[src/rtl/chaining_record_table_if.sv]
// chaining_record_table_if: alloc/write/retire request bus and per-slot record bundle of the chaining record table
// master drives alloc_*, write_*, retire_* and observes alloc_ready, record_*, occupancy; slave is the table.
interface chaining_record_table_if #(
    parameter int ENTRIES = 4,
    parameter int MASK_W = 256
);
    localparam int OCC_W = $clog2(ENTRIES + 1);
    logic                      alloc_valid;
    logic                      alloc_ready;
    logic                      alloc_vd_valid;
    logic [4:0]                alloc_vd_bits;
    logic                      alloc_vs1_valid;
    logic [4:0]                alloc_vs1_bits;
    logic [4:0]                alloc_vs2;
    logic [2:0]                alloc_instIndex;
    logic                      alloc_gather;
    logic                      alloc_gather16;
    logic                      alloc_onlyRead;
    logic                      write_valid;
    logic [4:0]                write_vd;
    logic [4:0]                write_offset;
    logic [2:0]                write_instIndex;
    logic                      retire_valid;
    logic [2:0]                retire_instIndex;
    logic [ENTRIES-1:0]        record_valid;
    logic [ENTRIES-1:0]        record_vd_valid;
    logic [ENTRIES-1:0]        record_vs1_valid;
    logic [ENTRIES-1:0]        record_gather;
    logic [ENTRIES-1:0]        record_gather16;
    logic [ENTRIES-1:0]        record_onlyRead;
    logic [5*ENTRIES-1:0]      record_vd_bits;
    logic [5*ENTRIES-1:0]      record_vs1_bits;
    logic [5*ENTRIES-1:0]      record_vs2;
    logic [3*ENTRIES-1:0]      record_instIndex;
    logic [MASK_W*ENTRIES-1:0] record_elementMask;
    logic [OCC_W-1:0]          occupancy;
    modport master (
        output alloc_valid, alloc_vd_valid, alloc_vd_bits, alloc_vs1_valid, alloc_vs1_bits, alloc_vs2,
               alloc_instIndex, alloc_gather, alloc_gather16, alloc_onlyRead,
               write_valid, write_vd, write_offset, write_instIndex, retire_valid, retire_instIndex,
        input  alloc_ready, record_valid, record_vd_valid, record_vs1_valid, record_gather, record_gather16,
               record_onlyRead, record_vd_bits, record_vs1_bits, record_vs2, record_instIndex,
               record_elementMask, occupancy
    );
    modport slave (
        input  alloc_valid, alloc_vd_valid, alloc_vd_bits, alloc_vs1_valid, alloc_vs1_bits, alloc_vs2,
               alloc_instIndex, alloc_gather, alloc_gather16, alloc_onlyRead,
               write_valid, write_vd, write_offset, write_instIndex, retire_valid, retire_instIndex,
        output alloc_ready, record_valid, record_vd_valid, record_vs1_valid, record_gather, record_gather16,
               record_onlyRead, record_vd_bits, record_vs1_bits, record_vs2, record_instIndex,
               record_elementMask, occupancy
    );
endinterface

[src/rtl/chaining_record_table.sv]
// chaining_record_table: in-flight instruction records with per-element write masks for VRF write-hazard checks
// Ports: clock, reset (async, active-high); bus (slave) carries alloc/write/retire requests and the registered record bundle.
module chaining_record_table #(
    parameter int ENTRIES = 4,
    parameter int MASK_W = 256
) (
    input logic clock,
    input logic reset,
    chaining_record_table_if.slave bus
);
    localparam int SW = $clog2(ENTRIES);
    localparam int OW = $clog2(ENTRIES + 1);
    logic [ENTRIES-1:0]             valid_q, valid_d, vdv_q, vdv_d, vs1v_q, vs1v_d;
    logic [ENTRIES-1:0]             gth_q, gth_d, g16_q, g16_d, ordo_q, ordo_d;
    logic [ENTRIES-1:0][4:0]        vd_q, vd_d, vs1_q, vs1_d, vs2_q, vs2_d;
    logic [ENTRIES-1:0][2:0]        idx_q, idx_d;
    logic [ENTRIES-1:0][MASK_W-1:0] mask_q, mask_d;
    logic [OW-1:0]                  occ_q, occ_d;
    logic [SW-1:0]                  free_idx;
    logic                           alloc_fire;
    assign bus.alloc_ready        = ~&valid_q;
    assign bus.record_valid       = valid_q;
    assign bus.record_vd_valid    = vdv_q;
    assign bus.record_vs1_valid   = vs1v_q;
    assign bus.record_gather      = gth_q;
    assign bus.record_gather16    = g16_q;
    assign bus.record_onlyRead    = ordo_q;
    assign bus.record_vd_bits     = vd_q;
    assign bus.record_vs1_bits    = vs1_q;
    assign bus.record_vs2         = vs2_q;
    assign bus.record_instIndex   = idx_q;
    assign bus.record_elementMask = mask_q;
    assign bus.occupancy          = occ_q;
    assign alloc_fire = bus.alloc_valid & ~&valid_q;
    // Lowest-index free slot: scanning downward lets the lowest hit win.
    always_comb begin
        free_idx = '0;
        for (int i = ENTRIES - 1; i >= 0; i--)
            if (!valid_q[i]) free_idx = SW'(i);
    end
    always_comb begin
        valid_d = valid_q;
        vdv_d   = vdv_q;
        vs1v_d  = vs1v_q;
        gth_d   = gth_q;
        g16_d   = g16_q;
        ordo_d  = ordo_q;
        vd_d    = vd_q;
        vs1_d   = vs1_q;
        vs2_d   = vs2_q;
        idx_d   = idx_q;
        mask_d  = mask_q;
        occ_d   = '0;
        for (int i = 0; i < ENTRIES; i++) begin
            // The allocated slot is free, so no write or retire can match it this cycle.
            if (alloc_fire && free_idx == SW'(i)) begin
                valid_d[i] = 1'b1;
                vdv_d[i]   = bus.alloc_vd_valid;
                vs1v_d[i]  = bus.alloc_vs1_valid;
                gth_d[i]   = bus.alloc_gather;
                g16_d[i]   = bus.alloc_gather16;
                ordo_d[i]  = bus.alloc_onlyRead;
                vd_d[i]    = bus.alloc_vd_bits;
                vs1_d[i]   = bus.alloc_vs1_bits;
                vs2_d[i]   = bus.alloc_vs2;
                idx_d[i]   = bus.alloc_instIndex;
                mask_d[i]  = '0;
            end else begin
                // Mask row is the register distance from the group base, wrapping within 8 registers.
                if (bus.write_valid && valid_q[i] && vdv_q[i] && idx_q[i] == bus.write_instIndex)
                    mask_d[i][{3'(bus.write_vd[2:0] - vd_q[i][2:0]), bus.write_offset}] = 1'b1;
                if (bus.retire_valid && valid_q[i] && idx_q[i] == bus.retire_instIndex)
                    valid_d[i] = 1'b0;
            end
            occ_d = occ_d + OW'(valid_d[i]);
        end
    end
    always_ff @(posedge clock or posedge reset) begin
        if (reset) begin
            valid_q <= '0;
            vdv_q   <= '0;
            vs1v_q  <= '0;
            gth_q   <= '0;
            g16_q   <= '0;
            ordo_q  <= '0;
            vd_q    <= '0;
            vs1_q   <= '0;
            vs2_q   <= '0;
            idx_q   <= '0;
            mask_q  <= '0;
            occ_q   <= '0;
        end else begin
            valid_q <= valid_d;
            vdv_q   <= vdv_d;
            vs1v_q  <= vs1v_d;
            gth_q   <= gth_d;
            g16_q   <= g16_d;
            ordo_q  <= ordo_d;
            vd_q    <= vd_d;
            vs1_q   <= vs1_d;
            vs2_q   <= vs2_d;
            idx_q   <= idx_d;
            mask_q  <= mask_d;
            occ_q   <= occ_d;
        end
    end
endmodule

[src/flat_wrapper.sv]
// flat-port wrapper written by rule: the top's interface ports become plain ports
module chaining_record_table_flat 
#(
    parameter int ENTRIES = 4,
    parameter int MASK_W = 256
)
  (clock, reset, bus_alloc_valid, bus_alloc_vd_valid, bus_alloc_vd_bits, bus_alloc_vs1_valid, bus_alloc_vs1_bits, bus_alloc_vs2, bus_alloc_instIndex, bus_alloc_gather, bus_alloc_gather16, bus_alloc_onlyRead, bus_write_valid, bus_write_vd, bus_write_offset, bus_write_instIndex, bus_retire_valid, bus_retire_instIndex, bus_alloc_ready, bus_record_valid, bus_record_vd_valid, bus_record_vs1_valid, bus_record_gather, bus_record_gather16, bus_record_onlyRead, bus_record_vd_bits, bus_record_vs1_bits, bus_record_vs2, bus_record_instIndex, bus_record_elementMask, bus_occupancy);
  chaining_record_table_if #(.ENTRIES(ENTRIES), .MASK_W(MASK_W)) bus_i ();
  input logic clock;
  input logic reset;
  input wire logic [$bits(bus_i.alloc_valid)-1:0] bus_alloc_valid;
  input wire logic [$bits(bus_i.alloc_vd_valid)-1:0] bus_alloc_vd_valid;
  input wire logic [$bits(bus_i.alloc_vd_bits)-1:0] bus_alloc_vd_bits;
  input wire logic [$bits(bus_i.alloc_vs1_valid)-1:0] bus_alloc_vs1_valid;
  input wire logic [$bits(bus_i.alloc_vs1_bits)-1:0] bus_alloc_vs1_bits;
  input wire logic [$bits(bus_i.alloc_vs2)-1:0] bus_alloc_vs2;
  input wire logic [$bits(bus_i.alloc_instIndex)-1:0] bus_alloc_instIndex;
  input wire logic [$bits(bus_i.alloc_gather)-1:0] bus_alloc_gather;
  input wire logic [$bits(bus_i.alloc_gather16)-1:0] bus_alloc_gather16;
  input wire logic [$bits(bus_i.alloc_onlyRead)-1:0] bus_alloc_onlyRead;
  input wire logic [$bits(bus_i.write_valid)-1:0] bus_write_valid;
  input wire logic [$bits(bus_i.write_vd)-1:0] bus_write_vd;
  input wire logic [$bits(bus_i.write_offset)-1:0] bus_write_offset;
  input wire logic [$bits(bus_i.write_instIndex)-1:0] bus_write_instIndex;
  input wire logic [$bits(bus_i.retire_valid)-1:0] bus_retire_valid;
  input wire logic [$bits(bus_i.retire_instIndex)-1:0] bus_retire_instIndex;
  output wire logic [$bits(bus_i.alloc_ready)-1:0] bus_alloc_ready;
  output wire logic [$bits(bus_i.record_valid)-1:0] bus_record_valid;
  output wire logic [$bits(bus_i.record_vd_valid)-1:0] bus_record_vd_valid;
  output wire logic [$bits(bus_i.record_vs1_valid)-1:0] bus_record_vs1_valid;
  output wire logic [$bits(bus_i.record_gather)-1:0] bus_record_gather;
  output wire logic [$bits(bus_i.record_gather16)-1:0] bus_record_gather16;
  output wire logic [$bits(bus_i.record_onlyRead)-1:0] bus_record_onlyRead;
  output wire logic [$bits(bus_i.record_vd_bits)-1:0] bus_record_vd_bits;
  output wire logic [$bits(bus_i.record_vs1_bits)-1:0] bus_record_vs1_bits;
  output wire logic [$bits(bus_i.record_vs2)-1:0] bus_record_vs2;
  output wire logic [$bits(bus_i.record_instIndex)-1:0] bus_record_instIndex;
  output wire logic [$bits(bus_i.record_elementMask)-1:0] bus_record_elementMask;
  output wire logic [$bits(bus_i.occupancy)-1:0] bus_occupancy;
  assign bus_i.alloc_valid = bus_alloc_valid;
  assign bus_i.alloc_vd_valid = bus_alloc_vd_valid;
  assign bus_i.alloc_vd_bits = bus_alloc_vd_bits;
  assign bus_i.alloc_vs1_valid = bus_alloc_vs1_valid;
  assign bus_i.alloc_vs1_bits = bus_alloc_vs1_bits;
  assign bus_i.alloc_vs2 = bus_alloc_vs2;
  assign bus_i.alloc_instIndex = bus_alloc_instIndex;
  assign bus_i.alloc_gather = bus_alloc_gather;
  assign bus_i.alloc_gather16 = bus_alloc_gather16;
  assign bus_i.alloc_onlyRead = bus_alloc_onlyRead;
  assign bus_i.write_valid = bus_write_valid;
  assign bus_i.write_vd = bus_write_vd;
  assign bus_i.write_offset = bus_write_offset;
  assign bus_i.write_instIndex = bus_write_instIndex;
  assign bus_i.retire_valid = bus_retire_valid;
  assign bus_i.retire_instIndex = bus_retire_instIndex;
  assign bus_alloc_ready = bus_i.alloc_ready;
  assign bus_record_valid = bus_i.record_valid;
  assign bus_record_vd_valid = bus_i.record_vd_valid;
  assign bus_record_vs1_valid = bus_i.record_vs1_valid;
  assign bus_record_gather = bus_i.record_gather;
  assign bus_record_gather16 = bus_i.record_gather16;
  assign bus_record_onlyRead = bus_i.record_onlyRead;
  assign bus_record_vd_bits = bus_i.record_vd_bits;
  assign bus_record_vs1_bits = bus_i.record_vs1_bits;
  assign bus_record_vs2 = bus_i.record_vs2;
  assign bus_record_instIndex = bus_i.record_instIndex;
  assign bus_record_elementMask = bus_i.record_elementMask;
  assign bus_occupancy = bus_i.occupancy;
  chaining_record_table #(.ENTRIES(ENTRIES), .MASK_W(MASK_W)) u_core (.clock(clock), .reset(reset), .bus(bus_i));
endmodule
[config.mk]
export PLATFORM = sky130hd
export DESIGN_NAME = chaining_record_table_flat
export DESIGN_NICKNAME = d
export VERILOG_FILES = /design/src/rtl/chaining_record_table_if.sv /design/src/rtl/chaining_record_table.sv /design/src/flat_wrapper.sv
export SDC_FILE = /design/constraint.sdc
export NUM_CORES = 2
export LEC_CHECK = 0
export BUFFER_PORTS_ARGS = -buffer_cell sky130_fd_sc_hd__buf_2
export CAP_MARGIN = 20
export CORE_AREA = 2 2 451 453
export DETAILED_ROUTE_END_ITERATION = 12
export DIE_AREA = 0 0 453 455
export GPL_ROUTABILITY_DRIVEN = 0
export HOLD_SLACK_MARGIN = 0.12
export SLEW_MARGIN = 15
export SYNTH_ARGS = -nofsm -noshare
export SYNTH_HDL_FRONTEND = slang
export SYNTH_SLANG_ARGS = --single-unit
[constraint.sdc]
create_clock -name clock -period 93.4 [get_ports clock]
set_clock_uncertainty 0.1 [all_clocks]
set_input_delay 4.67 -clock clock [delete_from_list [all_inputs] [get_ports clock]]
set_output_delay 4.67 -clock clock [all_outputs]
set_load 0.02 [all_outputs]
# Word-level counts from Yosys, hierarchy flattened

Index checks and enable logic that the tools add are counted.
Widths: inputs -> output; s select.

Register bits after elaboration: 1123
Input port bits: 44
Output and inout port bits: 1124
Logic and storage cells: 136

$add $sub $neg: 7
Magnitude comparators: 8
Equal/unequal tests: 11
Mux-type cells: 28
Bitwise gates (word level): 5
Reduce and logical (&&, ||, !) cells: 35

Operator list:

| kind               | number |
|---|---|
| $mux 256           | 8 |
| $or 256x256->256   | 4 |
| $lt 8x9->1 const B | 4 |
| $demux 1 s8        | 4 |
| $ge 8x1->1 const B | 4 |
| $logic_and 1x1->1  | 28 |
| $eq 3x3->1         | 8 |
| $mux 1             | 12 |
| $sub 3x3->3        | 4 |
| $mux 2             | 4 |
| $reduce_bool 2->1  | 4 |
| $add 3x1->3        | 2 |
| $eq 2x2->1 const B | 2 |
| $reduce_and 4->1   | 1 |
| $add 1x1->2        | 1 |
| $eq 2x1->1 const B | 1 |
| $logic_not 2->1    | 1 |
| $and 1x1->1        | 1 |
| $logic_not 1->1    | 1 |

# Depth between registers and ports, before layout

Depth in word-level cells: 10
Gate-level depth with buffers: 11
Depth with buffers taken out: 9

# Least setup slack after synthesis

OpenSTA, ideal clock, no wires.

Kind: input port to flip-flop
Start: in bus_write_vd[0]
End: reg u_core.mask_q (netlist bit u_core.bus.record_elementMask[339])
Library setup time: 0.084 ns
Arrival time: 6.713 ns
Required time: 93.216 ns
Slack: 86.503 ns
Cell stages on the path: 9
Cells stage by stage: inv_1 > ha_1 > inv_1 > fa_1 > xnor2_1 > xor2_1 > or4_1 > clkbuf_1 > o21ai_0

Word-level cells in the longest chain between the ends: 8
Elaborated cells between the ends (all ways): 9

Ends and longest elaborated chain:

| item                                                           | line                         | text |
|---|---|---|
| start: declaration                                             | flat_wrapper.sv:22           | `input wire logic [$bits(bus_i.write_vd)-1:0] bus_write_vd;` |
| $sub 3x3->3 (*)                                                | chaining_record_table.sv:71  | `mask_d[i][{3'(bus.write_vd[2:0] - vd_q[i][2:0]), bus.write_offset}] = 1'b1;` |
| $lt 8x9->1 (implied by the code) or $ge 8x1->1 (tied branches) | chaining_record_table.sv:71  |  |
| $logic_and 1x1->1 (implied by the code)                        | chaining_record_table.sv:71  |  |
| $mux 1 (implied by the code)                                   | chaining_record_table.sv:71  |  |
| $demux 1 s8 (*)                                                | -                            |  |
| $or 256x256->256 (no line) (*)                                 | -                            |  |
| $mux 256 (*)                                                   | chaining_record_table.sv:70  | `if (bus.write_valid && valid_q[i] && vdv_q[i] && idx_q[i] == bus.write_instIndex)` |
| $mux 256 (*)                                                   | chaining_record_table.sv:56  | `if (alloc_fire && free_idx == SW'(i)) begin` |
| end signal: assignment                                         | chaining_record_table.sv:103 | `mask_q <= mask_d;` |
| end: declaration                                               | chaining_record_table.sv:17  | `logic [ENTRIES-1:0][MASK_W-1:0] mask_q, mask_d;` |

Mark *: on every way between the ends. The rest lies on a longest branch, timed or not. The select of a mux whose other input is x is not followed.
A chain may end at the register's enable or synchronous reset.

==> run_results.csv <==
group,metric,value,unit
outcome,outcome,"complete, no violations",
floorplan,core_area,201000,um^2
floorplan,initial_core_util,0.204,
yosys,synth-simple-area-share,0.117,
detailed_routing,vias,34600,
yosys,netlist_instances,3659,
yosys,synth_area_leaders,"dfrtp_1 68%, nand2_1 9.1%, a22o_1 8.2%",
yosys,muxShareOfSynthArea,0,
detailed_routing,drc,0,
placed_design,placed_cells,7328,
yosys,yosysTopAreaCell,"dfrtp_1",
sta,finalSetupTns,0,ns
pwr,power-per-cell-area,23.9,nW/um^2
yosys,synth-edff-count,0,
yosys,synth_top_area_frac,0.684,
setup_path,start_kind,"input pin",
yosys,async_flop_share,1.00,
global_routing,grt_pass1_vias,32900,
yosys,synth-compound-area-share,0.161,
setup_path,crit_type,"input pin to asynchronous set/reset pin",
clocking,cts_buffers,117,
placed_design,hpwl,146000,um
setup_path,end_kind,"asynchronous set/reset pin",
pwr,vdd_ir_drop_max,0.0168,mV
final_layout,syn_to_final_growth,32.6,%
yosys,synthFlopType,"dfrtp_1",
clocking,clk_path_buf_depth,3,
yosys,ys_seq_area_frac,0.684,
detailed_routing,post_drt_wl_per_cell,25.7,um
setup_path,worstPathRequired,94.06,ns
sta,finalCritPeriodShare,0.0911,
sta,worstMarginPinSlew,1.18,ns
clocking,h-tree-depth,3,
floorplan,rows,165,
detailed_routing,antenna_left,0,
final_layout,nets,4840,
clocking,clk_latency,0.77,ns
sta,min_period,8.51,ns
sta,final_hold_viol_count,0,
sta,max_freq,117,MHz
worst_hold_path,hold_path.class,"flip-flop to flip-flop",
floorplan,die_x,453,um
global_routing,grt_overflow,0,
yosys,ys_ff_latch,1123,
floorplan,die_h,455,um
floorplan,ios,1168,
yosys,syn_area,41100,um^2
final_layout,drive_gt1_frac,0.307,
final_layout,instances_no_fill,7567,
sta,slew_headroom,0.210,
setup_path,worstPathMaxFanout,141,
sta,worst_hold_slack,0.372,ns
clocking,numClockSinks,1123,
yosys,synth_warnings,0,
sta,finalMaxSlewViolations,0,
yosys,synth_nets,3714,
detailed_routing,vias_per_cell,4.57,
yosys,synthTopCellsByCount,"1123 x dfrtp_1, 999 x nand2_1, 642 x o21ai_0",
clocking,cts-root-buf,"clkbuf_16",
yosys,synth_fa_ha_area_frac,0.00426,
clocking,cts_resized,0,
detailed_routing,drtIter0Drc,3582,
yosys,synth_top_family_by_area,"compound AO/OA/AOI/OAI gates",
yosys,yosysMostFrequentCell,"dfrtp_1",
global_routing,grt_max_degree,162,
sta,setup_viol,0,
clocking,clkTransAtPathRegs,0.06,ns
pwr,p_leak,28.3,nW
placed_design,portBuffers,1165,
yosys,synthDistinctLibCells,42,
placed_design,placed_cell_area,50000,um^2
final_layout,final_util,0.271,
global_routing,track_usage,0.180,
detailed_routing,drt_wl_total,195000,um
detailed_routing,first_pass_iters,6,
yosys,syn_avg_cell_area,11.2,um^2
setup_path,crit_arrival,9.17,ns
global_routing,antenna_found_initial,24,
clocking,post_cts_buffers,0,
clocking,tritoncts,"done",
global_routing,grt_pass1_wl,264000,um
final_layout,final_cell_area,54500,um^2
job,cap_violations,0,
floorplan,die_area,206000,um^2
sta,rsz0062_at_grt,"no",
yosys,synthXorXnorAreaFrac,0.00813,
clocking,ctsHoldBuffers,0,
==> per-stage QoR <==
step	worst slack [ns]	total power, mW
2_1_floorplan	57.01	0.675
3_3_place_gp	83.96	0.797
3_5_place_dp	83.82	0.801
4_1_cts	84.68	1.32
5_1_grt	84.16	1.35
6_report	84.89	1.30
==> per-layer routing <==
layer  vias up  wire (um)  GRT usage
met1     17800      74100      0.217
met3       343      16000     0.0465
met4         8       9030     0.0794
met5         -         55          0
li1      14800          -          -
met2      1678      95500      0.301
==> sequential cells by signal, indices dropped and copies added (netlist names), 12 cells and up <==
register                       cells
u_core.bus.record_elementMask   1024
u_core.bus.record_vd_bits         20
u_core.bus.record_vs1_bits        20
u_core.bus.record_vs2             20
u_core.bus.record_instIndex       12
==> critical path, stage by stage <==
cell and delay (ns):
buf_2 0.13, inv_8 0.31, buf_4 0.79, buf_12 0.59
buf_4 0.68, buf_4 0.77, buf_4 0.81
==> final timing paths <==
check / startpoint / end / slack [ns] / cells after the start
worst max-delay path: reset / u_core.bus.record_elementMask[148] / 84.89 / 7
worst min-delay path: u_core.bus.record_elementMask[124] / u_core.bus.record_elementMask[124] / 0.37 / 2
worst max register to register: u_core.bus.record_valid[2] / u_core.bus.record_elementMask[601] / 89.25 / 6
worst min register to register: u_core.bus.record_elementMask[124] / u_core.bus.record_elementMask[124] / 0.37 / 2
max in group clock: bus_write_vd[0] / u_core.bus.record_elementMask[405] / 85.68 / 9
min in group asynchronous: reset / u_core.bus.record_elementMask[204] / 3.89 / 2
==> kinds of logic (layout without fill, tap and decap cells) <==
kind of cell | after synthesis | in the layout
adders and majority gates | 11 | 11
DFF | 1123 | 1123
buffers and inverters | 269 | 1496
xor gates and xnor gates | 34 | 34
AOI/OAI and AO/OA | 1030 | 1030
and+or+nand+nor | 1192 | 1192
other | 0 | 9
==> final cells by class <==
| type | instances | area (um^2) |
|---|---|---|
| multi-input combinational | 2267 | 12000 |
| timing repair buffer | 1260 | 6670 |
| clock buffer | 165 | 3460 |
| sequential | 1123 | 28100 |
| clock inverter | 55 | 813 |
| fill | 21300 | 147000 |
| antenna | 9 | 22.5 |
| tap | 2672 | 3340 |
| inverter | 16 | 67.6 |
==> cells in the final DEF (no fill, tap or decap), drive strengths merged, types with 2 or more instances in the layout <==
cell,n
o21ai,643
clkinvlp,7
buf,1259
fa,5
a21oi,2
nand3,33
nand4,18
clkinv,26
or3,2
inv,23
and2,2
diode,9
nor2b,15
bufinv,15
nand2,999
clkbuf,166
nor4,4
dfrtp,1123
xor2,6
ha,6
nor2,72
nor3,16
a22o,384
and3,14
nand2b,9
xnor2,27
and4,3
==> power by group <==
part / switching [mW] / internal, mW / leakage [nW]
Clock: 0.213 / 0.301 / 2.09
Sequential: 0.0192 / 0.508 / 15.5
Combinational: 0.209 / 0.0502 / 10.7
Total: 0.442 / 0.860 / 28.3
(Power assumes the default switching activity.)
